--- src/rtl/sh_rgst_ctrl_pkg.sv ---
// Shared types and constants for the shift-register sequencer.
// The register moves at most MAX_STEP positions per clock, so larger amounts are split.
package sh_ctrl_pkg;

    typedef enum logic [1:0] {
        ST_IDLE  = 2'd0,
        ST_LOAD  = 2'd1,
        ST_SHIFT = 2'd2,
        ST_RESP  = 2'd3
    } state_t;

    localparam int MAX_STEP = 15;
    localparam int POS_W    = 4;

endpackage

--- src/rtl/sh_rgst_ctrl_if.sv ---
// Command, response and register-pin bundle around the sequencer.
// slave = controller view; master = clients plus the attached register.
interface sh_rgst_ctrl_if #(
    parameter int W     = 8,
    parameter int AMT_W = 5
);
    import sh_ctrl_pkg::*;

    logic             req0_valid;
    logic             req0_ready;
    logic [W-1:0]     req0_data;
    logic             req0_dir;
    logic [AMT_W-1:0] req0_amt;
    logic             req1_valid;
    logic             req1_ready;
    logic [W-1:0]     req1_data;
    logic             req1_dir;
    logic [AMT_W-1:0] req1_amt;
    logic             rsp_valid;
    logic             rsp_ready;
    logic [W-1:0]     rsp_data;
    logic             rsp_id;
    logic [W-1:0]     reg_d;
    logic             reg_ld;
    logic             reg_dir;
    logic [POS_W-1:0] reg_pos;
    logic [W-1:0]     reg_q;

    modport slave (
        input  req0_valid, req0_data, req0_dir, req0_amt,
        input  req1_valid, req1_data, req1_dir, req1_amt,
        input  rsp_ready, reg_q,
        output req0_ready, req1_ready,
        output rsp_valid, rsp_data, rsp_id,
        output reg_d, reg_ld, reg_dir, reg_pos
    );

    modport master (
        output req0_valid, req0_data, req0_dir, req0_amt,
        output req1_valid, req1_data, req1_dir, req1_amt,
        output rsp_ready, reg_q,
        input  req0_ready, req1_ready,
        input  rsp_valid, rsp_data, rsp_id,
        input  reg_d, reg_ld, reg_dir, reg_pos
    );
endinterface

--- src/rtl/sh_rgst_ctrl_arb.sv ---
// Two-input round-robin arbiter, purely combinational; on a tie the grant
// goes to the requester that was not served last.
module rr_arb2 (
    input  logic [1:0] req,
    input  logic       last,
    output logic [1:0] grant
);
    assign grant[0] = req[0] & (~req[1] |  last);
    assign grant[1] = req[1] & (~req[0] | ~last);
endmodule

--- src/rtl/sh_rgst_ctrl.sv ---
// Shares one shift register between two requesters: accept, load, shift in <=15 steps, respond.
// Latency accept->rsp_valid = 2+ceil(amt/15) cycles; one command in flight, response held until rsp_ready.
module sh_rgst_ctrl
    import sh_ctrl_pkg::*;
#(
    parameter int W     = 8,
    parameter int AMT_W = 5
) (
    input  logic           clk,
    input  logic           rst_b,
    sh_rgst_ctrl_if.slave  bus
);

    state_t           r_state;
    state_t           w_state_nxt;
    logic             r_last;
    logic [W-1:0]     r_data;
    logic             r_dir;
    logic             r_id;
    logic [AMT_W-1:0] r_rem;

    logic [1:0]       w_grant;
    logic             w_accept;
    logic [POS_W-1:0] w_step;

    rr_arb2 u_arb (
        .req   ({bus.req1_valid, bus.req0_valid}),
        .last  (r_last),
        .grant (w_grant)
    );

    assign w_step = (r_rem > AMT_W'(MAX_STEP)) ? POS_W'(MAX_STEP) : r_rem[POS_W-1:0];

    assign bus.rsp_data = bus.reg_q;
    assign bus.rsp_id   = r_id;
    assign bus.reg_dir  = r_dir;

    always_ff @(posedge clk or negedge rst_b) begin
        if (!rst_b) begin
            r_state <= ST_IDLE;
            r_last  <= 1'b1;
            r_data  <= '0;
            r_dir   <= 1'b0;
            r_id    <= 1'b0;
            r_rem   <= '0;
        end else begin
            r_state <= w_state_nxt;
            if (w_accept) begin
                r_last <= w_grant[1];
                r_id   <= w_grant[1];
                r_data <= w_grant[1] ? bus.req1_data : bus.req0_data;
                r_dir  <= w_grant[1] ? bus.req1_dir  : bus.req0_dir;
                r_rem  <= w_grant[1] ? bus.req1_amt  : bus.req0_amt;
            end else if (r_state == ST_SHIFT) begin
                r_rem <= r_rem - AMT_W'(w_step);
            end
        end
    end

    // reg_pos stays 0 outside SHIFT: the register shifts on every non-load edge.
    always_comb begin
        w_state_nxt    = r_state;
        w_accept       = 1'b0;
        bus.req0_ready = 1'b0;
        bus.req1_ready = 1'b0;
        bus.rsp_valid  = 1'b0;
        bus.reg_ld     = 1'b0;
        bus.reg_d      = '0;
        bus.reg_pos    = '0;
        case (r_state)
            ST_IDLE: begin
                bus.req0_ready = w_grant[0];
                bus.req1_ready = w_grant[1];
                if (|w_grant) begin
                    w_accept    = 1'b1;
                    w_state_nxt = ST_LOAD;
                end
            end
            ST_LOAD: begin
                bus.reg_ld  = 1'b1;
                bus.reg_d   = r_data;
                w_state_nxt = (r_rem != '0) ? ST_SHIFT : ST_RESP;
            end
            ST_SHIFT: begin
                bus.reg_pos = w_step;
                if (r_rem == AMT_W'(w_step)) begin
                    w_state_nxt = ST_RESP;
                end
            end
            ST_RESP: begin
                bus.rsp_valid = 1'b1;
                if (bus.rsp_ready) begin
                    w_state_nxt = ST_IDLE;
                end
            end
            default: w_state_nxt = ST_IDLE;
        endcase
    end

endmodule

--- src/flat_wrapper.sv ---
// flat-port wrapper written by rule: the top's interface ports become plain ports
module sh_rgst_ctrl_flat import sh_ctrl_pkg::*;
#(
    parameter int W     = 8,
    parameter int AMT_W = 5
)
  (clk, rst_b, bus_req0_valid, bus_req0_data, bus_req0_dir, bus_req0_amt, bus_req1_valid, bus_req1_data, bus_req1_dir, bus_req1_amt, bus_rsp_ready, bus_reg_q, bus_req0_ready, bus_req1_ready, bus_rsp_valid, bus_rsp_data, bus_rsp_id, bus_reg_d, bus_reg_ld, bus_reg_dir, bus_reg_pos);
  sh_rgst_ctrl_if #(.W(W), .AMT_W(AMT_W)) bus_i ();
  input  logic clk;
  input  logic rst_b;
  input wire logic [$bits(bus_i.req0_valid)-1:0] bus_req0_valid;
  input wire logic [$bits(bus_i.req0_data)-1:0] bus_req0_data;
  input wire logic [$bits(bus_i.req0_dir)-1:0] bus_req0_dir;
  input wire logic [$bits(bus_i.req0_amt)-1:0] bus_req0_amt;
  input wire logic [$bits(bus_i.req1_valid)-1:0] bus_req1_valid;
  input wire logic [$bits(bus_i.req1_data)-1:0] bus_req1_data;
  input wire logic [$bits(bus_i.req1_dir)-1:0] bus_req1_dir;
  input wire logic [$bits(bus_i.req1_amt)-1:0] bus_req1_amt;
  input wire logic [$bits(bus_i.rsp_ready)-1:0] bus_rsp_ready;
  input wire logic [$bits(bus_i.reg_q)-1:0] bus_reg_q;
  output wire logic [$bits(bus_i.req0_ready)-1:0] bus_req0_ready;
  output wire logic [$bits(bus_i.req1_ready)-1:0] bus_req1_ready;
  output wire logic [$bits(bus_i.rsp_valid)-1:0] bus_rsp_valid;
  output wire logic [$bits(bus_i.rsp_data)-1:0] bus_rsp_data;
  output wire logic [$bits(bus_i.rsp_id)-1:0] bus_rsp_id;
  output wire logic [$bits(bus_i.reg_d)-1:0] bus_reg_d;
  output wire logic [$bits(bus_i.reg_ld)-1:0] bus_reg_ld;
  output wire logic [$bits(bus_i.reg_dir)-1:0] bus_reg_dir;
  output wire logic [$bits(bus_i.reg_pos)-1:0] bus_reg_pos;
  assign bus_i.req0_valid = bus_req0_valid;
  assign bus_i.req0_data = bus_req0_data;
  assign bus_i.req0_dir = bus_req0_dir;
  assign bus_i.req0_amt = bus_req0_amt;
  assign bus_i.req1_valid = bus_req1_valid;
  assign bus_i.req1_data = bus_req1_data;
  assign bus_i.req1_dir = bus_req1_dir;
  assign bus_i.req1_amt = bus_req1_amt;
  assign bus_i.rsp_ready = bus_rsp_ready;
  assign bus_i.reg_q = bus_reg_q;
  assign bus_req0_ready = bus_i.req0_ready;
  assign bus_req1_ready = bus_i.req1_ready;
  assign bus_rsp_valid = bus_i.rsp_valid;
  assign bus_rsp_data = bus_i.rsp_data;
  assign bus_rsp_id = bus_i.rsp_id;
  assign bus_reg_d = bus_i.reg_d;
  assign bus_reg_ld = bus_i.reg_ld;
  assign bus_reg_dir = bus_i.reg_dir;
  assign bus_reg_pos = bus_i.reg_pos;
  sh_rgst_ctrl #(.W(W), .AMT_W(AMT_W)) u_core (.clk(clk), .rst_b(rst_b), .bus(bus_i));
endmodule
--- config.mk ---
export PLATFORM = sky130hd
export DESIGN_NAME = sh_rgst_ctrl_flat
export DESIGN_NICKNAME = d
export VERILOG_FILES = /design/src/rtl/sh_rgst_ctrl_pkg.sv /design/src/rtl/sh_rgst_ctrl_if.sv /design/src/rtl/sh_rgst_ctrl_arb.sv /design/src/rtl/sh_rgst_ctrl.sv /design/src/flat_wrapper.sv
export SDC_FILE = /design/constraint.sdc
export NUM_CORES = 1
export LEC_CHECK = 0
export CAP_MARGIN = 0
export CORE_MARGIN = 1.5
export CORE_UTILIZATION = 36
export CTS_BUF_LIST = sky130_fd_sc_hd__clkbuf_4 sky130_fd_sc_hd__clkbuf_8
export DETAILED_ROUTE_END_ITERATION = 7
export GPL_TIMING_DRIVEN = 0
export PLACE_DENSITY = 0.78
export SYNTH_ARGS = -nofsm -noshare
export SYNTH_HDL_FRONTEND = slang
export SYNTH_SLANG_ARGS = --single-unit
--- constraint.sdc ---
create_clock -name clk -period 1.5 [get_ports clk]
set_input_delay 0.45 -clock clk [delete_from_list [all_inputs] [get_ports clk]]
set_output_delay 0.45 -clock clk [all_outputs]
set_load 0.03 [all_outputs]
Word level (Yosys, flattened, before mapping)
Index checks and enable logic that the tools add are counted.
{"block": "classes", "n_lt_le_gt_ge": 1, "eq_ne": 7, "bitwise": 7, "add_sub_neg": 1, "mux": 19, "reduce_logical": 5}
{"operator": "8-bit two-way mux", "count": 2}
{"operator": "5-bit two-way mux", "count": 3}
{"operator": "1-bit two-way mux", "count": 8}
{"operator": "4-bit two-way mux", "count": 2}
{"operator": "2-bit case mux with 4 select lines", "count": 1}
{"operator": "2-bit two-way mux", "count": 3}
{"operator": "5-bit by 4-bit == test with 1-bit output", "count": 1}
{"operator": "5-bit by 4-bit > comparator with 1-bit output (second input constant)", "count": 1}
{"operator": "5-bit nonzero test", "count": 1}
{"operator": "5-bit by 4-bit subtractor with 5-bit output", "count": 1}
{"operator": "2-bit == test (second input constant)", "count": 2}
{"operator": "2-bit != test (second input constant)", "count": 2}
{"operator": "1-bit inverter", "count": 3}
{"operator": "3-bit AND reduction", "count": 1}
{"operator": "1-bit AND", "count": 2}
{"operator": "2-bit by 1-bit == test with 1-bit output (second input constant)", "count": 1}
{"operator": "2-bit zero test", "count": 1}
{"operator": "2-bit by 1-bit != test with 1-bit output (second input constant)", "count": 1}
{"operator": "1-bit bitwise OR", "count": 2}
{"operator": "2-bit nonzero test", "count": 1}
{"operator": "2-bit OR reduction", "count": 1}
{"block": "totals", "regBits": 18, "wordCells": 46, "in_bits": 41, "out_inout_bits": 26}

Logic depth before layout (Yosys ltp)
{"block": "logic_depth", "depth_word": 7, "depth_mapped": 7}

Cells and area by module
Synthesis repeated with hierarchy kept, for this count alone.
{"block": "hier_totals", "cells_unflattened": 137, "hier_area_um2": 1217.4}
{"module": "sh_rgst_ctrl", "area_per_inst_um2": 1198.6, "seq_area_each_um2": 451.7, "n_inst": 1, "cells_per_inst": 134}
{"module": "rr_arb2", "area_per_inst_um2": 18.8, "seq_area_each_um2": 0.0, "n_inst": 1, "cells_per_inst": 3}

Worst setup path after synthesis
No wires, ideal clock.
{"block": "synth_timing", "path_type": "register to output", "from": "reg u_core.r_state[0]", "to": "out bus_reg_pos[2]", "stages_incl_launch_ff": 5, "required_ps": 1050, "n_path_buf": 1, "path_slack_ps": -422, "arrival_ps": 1472, "cell_sequence": "dfrtp_1 inv_1 ha_1 buf_1 nor2b_1"}
{"block": "synth_via", "elab_chain_cells": 2}
{"element": "start: declaration", "line": "sh_rgst_ctrl.sv:14", "source": "state_t r_state;"}
{"element": "start signal: assignment", "line": "sh_rgst_ctrl.sv:47", "source": "r_state <= w_state_nxt;"}
{"element": "2-bit == test", "line": "sh_rgst_ctrl.sv:70", "source": "case (r_state)"}
{"element": "4-bit two-way mux", "line": "sh_rgst_ctrl.sv:70"}
{"element": "end: declaration", "line": "flat_wrapper.sv:29", "source": "output wire logic [$bits(bus_i.reg_pos)-1:0] bus_reg_pos;"}
Every way passes these cells.

Worst setup path after layout
{"block": "layout_timing", "from": "reg u_core.r_state[1]", "to": "out bus_reg_pos[2]"}
Same word-level chain as after synthesis.

==> results by group <==
Route
  • DRT iter0 DRCs: 41
  • Post-Route WL: 3950 µm
  • DR pass1 iterations: 4
  • Antenna-violating nets left: 0
  • Drc violations: 0
  • Drt via density: 5.10
  • DR WL/cell: 15.3 µm
  • Vias: between 1000 and 1500

STA
  • RSZ-0062 raised after global routing: true
  • Clock skew: 0.0101 ns
  • Hold Slack: 0.485 ns
  • Final hold vios: 0
  • Max Slew Vio Count: 0
  • Final WS setup: -0.362 ns
  • Slew HR: 0.430
  • Final min period: 1.86 ns
  • Fmax: 0.537 GHz
  • Tcrit/Tclk final: 1.24
  • Final Setup Violations: 18
  • Pin slew with the least headroom to its limit: 0.852 ns

Setup path
  • Worst Path Required: between 1 and 1.5 ns
  • CP delay by family, top: flip-flops
  • WP buf/inv: 3
  • Ordered cell list for the critical path: buf_6, ha_4, buf_6, nor2b_4, buf_6
  • Crit end category: primary output
  • WP data arrival: between 1 and 1.5 ns
  • Crit start category: flop
  • Crit path top cell by count: buf_6
  • CP Class: reg -> out
  • CP max-delay cell: dfrtp_1
  • Max incr delay on CP: 0.44 ns
  • Crit path max fanout: 6

Power
  • IR drop worst, VDD: 937 µV
  • PwrDens: 2010 nW/µm²
  • Static leakage: roughly 1.0 nW

Layout
  • Post-layout util: 0.719
  • Most frequent cells in the layout: 30 x clkdlybuf4s50_1, 27 x buf_6, 21 x buf_4
  • Synth-to-layout area growth: 84.4%
  • Inserted Diodes: 0
  • Nets: 263
  • Most common cell after layout, fill and taps aside: clkdlybuf4s50_1
  • Share of cells above drive strength 1: 0.439

Logic synthesis
  • Post-synth EDFFs: 0
  • Dominant synthesized flop cell: dfrtp_1
  • Yosys cell types: 34
  • Largest area contributor in the netlist: dfrtp_1
  • Synth top area share: 0.349
  • Syn_nets: 179
  • Seq/Total Area, Yosys: 0.370
  • Yosys Warn Count: 0
  • Post-Synthesis Cells: around 130
  • #FFs+latches synth: 18
  • Synth top area cells: dfrtp_1 35%, mux2i_1 11%, ha_1 7.2%, o21ai_0 4.9%, buf_4 4.9%
  • Cell area after synthesis: 1220 µm²
  • Syn avg cell area: 9.31 µm²
  • Async SR Flop Fraction: 1.00

Clock network
  • Cts bufs inserted: 3
  • Root Buffer: clkbuf_4
  • Clk_lat worst skew: around 0.3 ns
  • Longest Clk Path Bufs: 2
  • H-tree levels: 1
  • Clock sinks: 18
  • Hold Buf Count CTS: 0
  • Clock tree from TritonCTS: yes
  • Clk pin slew, worst setup/hold paths: 0.12 ns

Floorplan
  • Rows: 20
  • Die height: between 60 and 70 µm
  • Initial Util: 0.390
  • DIE WIDTH: about 61 µm
  • Core Region: 3130 µm²
  • Die area: approximately 3700 µm²
  • Ports: 67

Outcome
  • Failing checks: negative setup slack
  • Status: complete, but fails checks

Global routing
  • Total grt overflow: 0
  • Largest net degree at the start of global routing: 19
  • Total track usage: 0.181
  • Global-route wire length before repair: 5060 µm
  • Antenna violations before repair: 0
  • Vias in the first global route: 1228

Run
  • MaxCap Viol Count: 0

Place
  • Gpl congestion: 0.731
  • Port bufs: 58
  • DP HPWL: 2460 µm

Hold path
  • Worst hold path type: reg -> reg
[stage by stage]
step                      worst slack, ns  power [mW]  instance area [µm²]  setup TNS (ns)  instances
final                              -0.362        4.53                 2250           -5.60        258
after global routing               -0.398        4.77                 2250           -6.82        258
after CTS                          -0.340        3.98                 2100           -4.92        246
after detailed placement            -1.28        3.29                 1920          -22.09        233
after global placement              -1.26        3.19                 1920          -20.45        233
after floorplan                   -0.0472        2.50                 1290          -0.554        131
[cells by family (layout without fill, tap and decap cells)]
family	Yosys count	after routing	share of synthesized area
buf+inv	18	100	0.0862
mux	13	13	0.107
simple gates	40	40	0.176
compound gates	35	36	0.189
flops	18	18	0.370
fa+ha+maj	7	7	0.0718
[flip-flops by register name, summed over array words and instances (netlist names)]
name and count:
u_core.bus.rsp_id 1, u_core.r_state 2, u_core.r_data 8, u_core.bus.reg_dir 1, u_core.r_rem 5, u_core.r_last 1
[cell usage after synthesis (3+ instances only)]
cell      instances
dfrtp_1          17
nand2_1          14
mux2i_1          13
o21ai_0          12
and2_1            9
buf_4             8
ha_1              7
a21oi_1           6
inv_1             5
nand2b_1          4
clkbuf_1          3
nand3_1           3
nor2b_1           3
o21a_1            3
[timing repair]
action                     CTS  global route
resized for setup          144            37
setup endpoints to repair   43            34
pin swaps                    5             7
cloned                       0             3
setup buffers               10            10
[layer usage]
layer / global-route usage / wire length (µm) / up-vias
met2: 0.347 / 2150 / 54
met4: 0.0528 / 31 / 0
met1: 0.208 / 1570 / 640
met3: 0.0231 / 207 / 4
met5: 0 / 0 / -
li1: - / - / 617
[area by class of cell]
class / count / area (µm²)
fill: 248 / 878
multi-input combinational: 96 / 818
timing repair buffer: 78 / 747
sequential: 18 / 453
buffer: 13 / 119
tap: 44 / 55.1
clock buffer: 4 / 36.3
inverter: 5 / 21.3
[worst min-delay path, delay by kind of cell, from the launching register on]
kind / cells / cell delay (ns)
flops: 1 / 0.35
compound gates: 1 / 0.06
simple gates: 1 / 0.04
[power breakdown]
part           internal, mW  switching, mW
sequential            0.746          0.226
clock                 0.148          0.160
combinational          1.62           1.63
[final timing paths]
check                                  start           endpoint  slack (ns)  cells past startpoint
setup / recovery           u_core.r_state[1]     bus_reg_pos[2]       -0.36                      5
hold / removal              u_core.r_data[0]   u_core.r_data[0]        0.49                      2
setup reg to reg           u_core.r_state[1]  u_core.r_state[0]       -0.24                      8
hold reg to reg             u_core.r_data[0]   u_core.r_data[0]        0.49                      2
max in group asynchronous              rst_b  u_core.r_state[0]        0.30                      1
min in group asynchronous              rst_b    u_core.r_rem[3]        0.63                      1
Power figures use the tool's default switching activity.
